File: config.mk
export PLATFORM = sky130hd
export DESIGN_NAME = alu_mul_seq
export DESIGN_NICKNAME = d
export VERILOG_FILES = /design/src/rtl/alu_mul_seq.sv
export SDC_FILE = /design/constraint.sdc
export NUM_CORES = 1
export LEC_CHECK = 0
export CAP_MARGIN = 20
export CORE_MARGIN = 8
export CORE_UTILIZATION = 35
export DETAILED_ROUTE_END_ITERATION = 7
export MAX_ROUTING_LAYER = met4
export PLACE_DENSITY = 0.64
export SLEW_MARGIN = 40
export SYNTH_ARGS = -nofsm -noshare
export SYNTH_HDL_FRONTEND = slang
export SYNTH_SLANG_ARGS = --single-unit
File: constraint.sdc
create_clock -name clk -period 1.9 [get_ports clk]
set_clock_uncertainty 0.05 [all_clocks]
set_input_delay 0.19 -clock clk [delete_from_list [all_inputs] [get_ports clk]]
set_output_delay 0.19 -clock clk [all_outputs]
set_load 0.005 [all_outputs]
File: src/rtl/alu_mul_seq.sv
// alu_mul_seq: request/response sequencer that drives an external ALU for single ops and shift-and-add multiply.
module alu_mul_seq #(
    parameter int N_ITER = 8
) (
    input  logic       clk,
    input  logic       reset,
    input  logic       req_valid,
    output logic       req_ready,
    input  logic       req_mul,
    input  logic [2:0] req_op,
    input  logic [7:0] req_a,
    input  logic [7:0] req_b,
    output logic       rsp_valid,
    input  logic       rsp_ready,
    output logic [7:0] rsp_data,
    output logic       rsp_zero,
    output logic       busy,
    output logic [7:0] alu_input_a,
    output logic [7:0] alu_input_b,
    output logic [2:0] alu_opcode,
    input  logic [7:0] alu_out,
    input  logic       zero
);
    typedef enum logic [2:0] {IDLE, SINGLE, MUL_ADD, MUL_SHL, DONE} state_t;
    state_t     state_q, state_d;
    logic [7:0] acc_q, acc_d, mcand_q, mcand_d, mplier_q, mplier_d, rsp_data_q, rsp_data_d;
    logic [2:0] op_q, op_d;
    logic [3:0] cnt_q, cnt_d;
    logic       rsp_zero_q, rsp_zero_d;
    always_ff @(posedge clk) begin
        if (reset) begin
            state_q    <= IDLE;
            acc_q      <= '0;
            mcand_q    <= '0;
            mplier_q   <= '0;
            op_q       <= '0;
            cnt_q      <= '0;
            rsp_data_q <= '0;
            rsp_zero_q <= 1'b0;
        end else begin
            state_q    <= state_d;
            acc_q      <= acc_d;
            mcand_q    <= mcand_d;
            mplier_q   <= mplier_d;
            op_q       <= op_d;
            cnt_q      <= cnt_d;
            rsp_data_q <= rsp_data_d;
            rsp_zero_q <= rsp_zero_d;
        end
    end
    // mcand/mplier double as the captured A/B operands of a single op
    always_comb begin
        state_d     = state_q;
        acc_d       = acc_q;
        mcand_d     = mcand_q;
        mplier_d    = mplier_q;
        op_d        = op_q;
        cnt_d       = cnt_q;
        rsp_data_d  = rsp_data_q;
        rsp_zero_d  = rsp_zero_q;
        alu_opcode  = 3'b000;
        alu_input_a = 8'd0;
        alu_input_b = 8'd0;
        case (state_q)
            IDLE: if (req_valid) begin
                mcand_d  = req_a;
                mplier_d = req_b;
                op_d     = req_op;
                acc_d    = 8'd0;
                cnt_d    = 4'd0;
                state_d  = req_mul ? MUL_ADD : SINGLE;
            end
            SINGLE: begin
                alu_opcode  = op_q;
                alu_input_a = mcand_q;
                alu_input_b = mplier_q;
                rsp_data_d  = alu_out;
                rsp_zero_d  = zero;
                state_d     = DONE;
            end
            MUL_ADD: begin
                alu_opcode  = 3'b001;
                alu_input_a = acc_q;
                alu_input_b = mcand_q;
                acc_d       = mplier_q[0] ? alu_out : acc_q;
                state_d     = MUL_SHL;
            end
            MUL_SHL: begin
                alu_opcode  = 3'b100;
                alu_input_a = mcand_q;
                alu_input_b = 8'd1;
                mcand_d     = alu_out;
                mplier_d    = mplier_q >> 1;
                cnt_d       = cnt_q + 4'd1;
                if (cnt_q == 4'(N_ITER - 1)) begin
                    rsp_data_d = acc_q;
                    rsp_zero_d = (acc_q == 8'd0);
                    state_d    = DONE;
                end else begin
                    state_d = MUL_ADD;
                end
            end
            DONE: state_d = rsp_ready ? IDLE : DONE;
            default: state_d = IDLE;
        endcase
    end
    assign req_ready = (state_q == IDLE) & ~reset;
    assign rsp_valid = (state_q == DONE);
    assign busy      = (state_q != IDLE);
    assign rsp_data  = rsp_data_q;
    assign rsp_zero  = rsp_zero_q;
endmodule

## After elaboration in Yosys (flattened, before gate mapping)

Index checks and enable logic that the tools add are counted.

| word-level totals | value |
|---|---|
| bits in registers | 43 |
| output and inout bits | 31 |
| input bits | 33 |

| operators by class | value |
|---|---|
| equality and inequality tests | 8 |
| add/sub/neg operators | 1 |
| bitwise gates (word level) | 2 |
| muxes and demuxes | 21 |
| reduce and logical (&&, ||, !) cells | 11 |

Operators by type and width:

| kind | count |
|---|---|
| 8-bit one-hot mux with 2 select lines | 5 |
| 8-bit two-way mux | 5 |
| 8-bit one-hot mux with 3 select lines | 1 |
| 3-bit one-hot mux with 5 select lines | 1 |
| 3-bit two-way mux | 3 |
| 3-bit one-hot mux with 3 select lines | 1 |
| 8-bit zero test | 1 |
| 4-bit one-hot mux with 2 select lines | 1 |
| 3-bit by 2-bit == test with 1-bit output (second input constant) | 2 |
| 2-bit inequality test (second input constant) | 3 |
| 2-bit AND reduction | 3 |
| 2-bit nonzero test | 3 |
| 4-bit by 1-bit adder with 4-bit output (second input constant) | 1 |
| 4-bit by 3-bit == test with 1-bit output (second input constant) | 1 |
| 4-bit two-way mux | 1 |
| 3-bit by 1-bit == test with 1-bit output (second input constant) | 1 |
| 3-bit == test (second input constant) | 1 |
| 3-bit zero test | 1 |
| 3-bit AND reduction | 1 |
| 3-bit nonzero test | 1 |
| 2-bit two-way mux | 1 |
| 1-bit one-hot mux with 2 select lines | 1 |
| 2-bit OR reduction | 1 |
| 1-bit AND | 1 |
| 2 further kinds | 2 |

## Logic depth before layout (Yosys ltp)

| depth | value |
|---|---|
| word-level depth | 3 |
| depth in mapped cells | 6 |
| mapped depth without buffers | 4 |

## Worst setup path after synthesis

OpenSTA, ideal clock, no wires.

| timing path | value |
|---|---|
| path type | register -> register |
| start point | reg state_q[1] |
| end point | reg mcand_q[1] |
| cell stages (with the launch flop) | 7 |
| required time | 1.716 ns |
| arrival time | 1.386 ns |
| path slack | 0.330 ns |
| library setup time | 0.134 ns |
| cell sequence | dfxtp_1 buf_2 or4b_1 buf_2 buf_6 o22ai_1 nor3_1 |

| between the ends | value |
|---|---|
| word-level cells in the longest chain between the ends | 3 |

RTL lines:

| what | line | RTL |
|---|---|---|
| start: declaration | 25 | `state_t state_q, state_d;` |
| start signal: assignment | 41 | `state_q <= state_d;` |
| 3-bit by 2-bit == test with 1-bit output / 3-bit zero test (equally long branches) | 64 | `case (state_q)` |
| 2-bit nonzero test (no line) / 2-bit inequality test (equally long branches) | -- |  |
| 2-bit AND reduction (no line) | -- |  |
| end signal: assignment | 43 | `mcand_q <= mcand_d;` |
| end: declaration | 26 | `logic [7:0] acc_q, acc_d, mcand_q, mcand_d, mplier_q, mplier_d, rsp_data_q, rsp_data_d;` |

Several ways; a longest one is shown, not always the timed one.
A chain may end at the register's enable or synchronous reset.

## Final worst setup path

| timing path | value |
|---|---|
| start point | reg state_q[0] |
| end point | out alu_input_a[2] |

| between the ends | value |
|---|---|
| word-level cells in the longest chain between the ends | 3 |

RTL lines:

| what | line | RTL |
|---|---|---|
| 3-bit by 2-bit == test with 1-bit output / 3-bit by 1-bit == test with 1-bit output (equally long branches) | 64 |  |
| 2-bit OR reduction (no line) | -- |  |
| 8-bit one-hot mux with 2 select lines * | 64 |  |
| end: declaration | 18 | `output logic [7:0] alu_input_a,` |

Every way passes the cells marked *; elsewhere a longest branch is shown, timed or not.

==> qor.txt <==
layout cells sized above 1: 18.1%
Tightest Pin Transition: 0.411 ns
register bit total from synthesis: 43
commonest non-fill, non-tap cell in the layout: clkdlybuf4s50_1
hold depth: 3
r2r startpoint: state_q[1]$_SDFFE_PP0P_
DP Cell Count: 393
Max Freq: 542 MHz
# fillers: 615
Root Driver: clkbuf_8
cells after synthesis: 267
Non-Filler Instances: 408
Core Region: 6280 um2
Critical Path, Cell by Cell: buf_4, buf_4, nand3b_1, a21oi_1, dlygate4sd2_1
gr usage total: 15.2%
Post-route DRC: 0
Clk Latency, worst-skew pair: 0.30 ns
R2R depth: 5
antenna viol nets, final: 0
Fin Hold WS: 0.384 ns
Final Hold Viols: 0
Worst setup EP type: primary output
Synth-to-Final Area Change: 42.5%
reg2reg setup slack: 0.12 ns
syn_nets: 301
syn avg cell area: 8.39 um2
DRT Pass-1 Iters: 4
via count: 2219
Worst slew margin: 72.6%
CP required: 1.66 ns
Worst Setup Start Kind: flop
WP data arrival: 1.61 ns
DIE AREA: 9220 um2
Final Core Density: 50.9%
Congestion Overflow GR: 0
io pins: 64
I/O Buffers: 63
maximum vdd drop: 0.000338 V
commonest non-fill, non-tap cells in the layout: clkdlybuf4s50_1 (43), dfxtp_1 (41), nor3_1 (25)
max cap viols: 0
Tightest Hold Check Type: in -> reg
per-cell routed wire length: 16.7 um
R2R Path End: mplier_q[1]$_SDFFE_PP0P_
Reg clk slew, reported paths: 0.09 ns
crit-path max cell delay: 0.38 ns
largest net degree at the start of global routing: 38
post-route worst setup slack: 0.0544 ns
initial DRC count: 174
CTS buffer count: 5
crit-path max FO: 12
row count: 29
global-route wire length before repair: 10700 um
Chip Width: 96.0 um
Post-Place Worst Slack: 0.0327 ns
Hold Path Sink: op_q[2]$_SDFFE_PP0P_
Crit path top cell by count: buf_4
Hold Crit Start: req_op[2]
Setup-failing EPs final: 0
initial antenna violation count: 0
setup_tns: 0 ns
Synth cell types: 40
Post-synth EDFFs: 0
crit path time final: 1.85 ns
Detailed Place HPWL: 4800 um
RSZ-0062 raised after global routing: yes
vias in the first global route: 2110
Critical-path top delay cell: dfxtp_4
drt via density: 5.44
pwr dens: 753 nW/um2
Final #Nets: 364
H-tree level count: 2
Final Cycle Share: 97.1%
Static Leak: 1.26 nW
Worst Setup SP: state_q[0]$_SDFFE_PP0P_
Final Wtd Congestion: 0.810
Inserted Diodes: 0
CTS tree: built
Cell Area, Synth: 2240 um2
post-synthesis sequential area ratio: 38.4%
outcome: finished clean
Routed WL: 6800 um
Starting Density: 35.7%
Sink Count: 43
Die Y: 96.0 um
Max Slew Vio Count: 0
Synth Flop Type: dfxtp_1
YS warnings: 0
clk buf depth: 2
ys async rst share: 0%
Setup CP Type: reg -> out
hold_buf cts: 0
[worst max-delay path by stage]
stage | end | slack, ns | cells after the start
4_1_cts | alu_opcode[1] | -0.03 | 3
5_1_grt | alu_input_b[1] | -0.01 | 6
2_1_floorplan | mcand_q[1]$_SDFFE_PP0P_ | 0.33 | 6
6_report | alu_input_a[2] | 0.05 | 5
3_5_place_dp | mplier_q[1]$_SDFFE_PP0P_ | 0.03 | 5
3_3_place_gp | mplier_q[1]$_SDFFE_PP0P_ | 0.07 | 5
[power by group]
group          switching [mW]  internal (mW)  leakage (nW)
logic                   0.344          0.409         0.864
clock network           0.329          0.256        0.0402
registers              0.0775          0.990         0.353
total                   0.751           1.65          1.26
[cell type report]
type,instances,area [um2],area share (%)
sequential,43,868,27.2
timing repair buffer,86,847,26.5
tap,77,96.3,3.02
clock inverter,3,20.0,0.627
clock buffer,5,68.8,2.15
inverter,9,33.8,1.06
multi-input combinational,185,1260,39.4
[per-stage QoR]
step	power, mW	cell area [um2]
global route	2.54	3190
finish	2.41	3190
global placement	1.78	2970
floorplan	1.47	2240
CTS	2.39	3120
detailed placement	1.79	2970
[registers in the layout (all words and copies together), names as in the netlist]
register,cells
cnt_q,4
state_q,3
mcand_q,8
mplier_q,8
op_q,3
rsp_data,8
rsp_zero,1
acc_q,8
[cells by family after synthesis]
| family | count (synthesis) | synth area share, % |
|---|---|---|
| DFF | 43 | 38.4 |
| buffers and inverters | 39 | 8.04 |
| AOI/OAI and AO/OA | 69 | 20.3 |
| adders and majority gates | 1 | 0.558 |
| and+or+nand+nor | 99 | 25.1 |
| muxes | 16 | 7.59 |
[what timing repair did]
item	CTS	global route
pin swaps	0	2
gates cloned	1	0
endpoints found under the setup margin	21	32
gates resized for setup	23	17
setup buffers	4	2
[synth_stat cells (all sizes together) (9+ instances only)]
cell	count	area (um2)
nor3	27	145
nand2	18	67.6
a21oi	23	115
inv	9	33.8
o22ai	13	93.8
a22oi	9	67.6
clkbuf	14	52.6
buf	16	93.8
nand3b	10	87.6
a211oi	17	128
nor2	18	67.6
dfxtp	43	861
[routing by layer]
| layer | vias to the layer above | global-route usage, % | share of wire [%] |
|---|---|---|---|
| li1 | 1091 | - | - |
| met1 | 1057 | 18.8 | 44 |
| met2 | 65 | 24.6 | 50 |
| met3 | 6 | 2.50 | 5.0 |
| met4 | 0 | 4.99 | 1.3 |
| met5 | - | - | 0 |
[worst max-delay path, delay by kind of cell (launching register included)]
| kind | cells | cell delay, ns |
|---|---|---|
| AOI/OAI and AO/OA | 1 | 0.19 |
| and+or+nand+nor | 1 | 0.16 |
| buffers and inverters | 3 | 0.57 |
| DFF | 1 | 0.38 |
(Power assumes the default switching activity.)
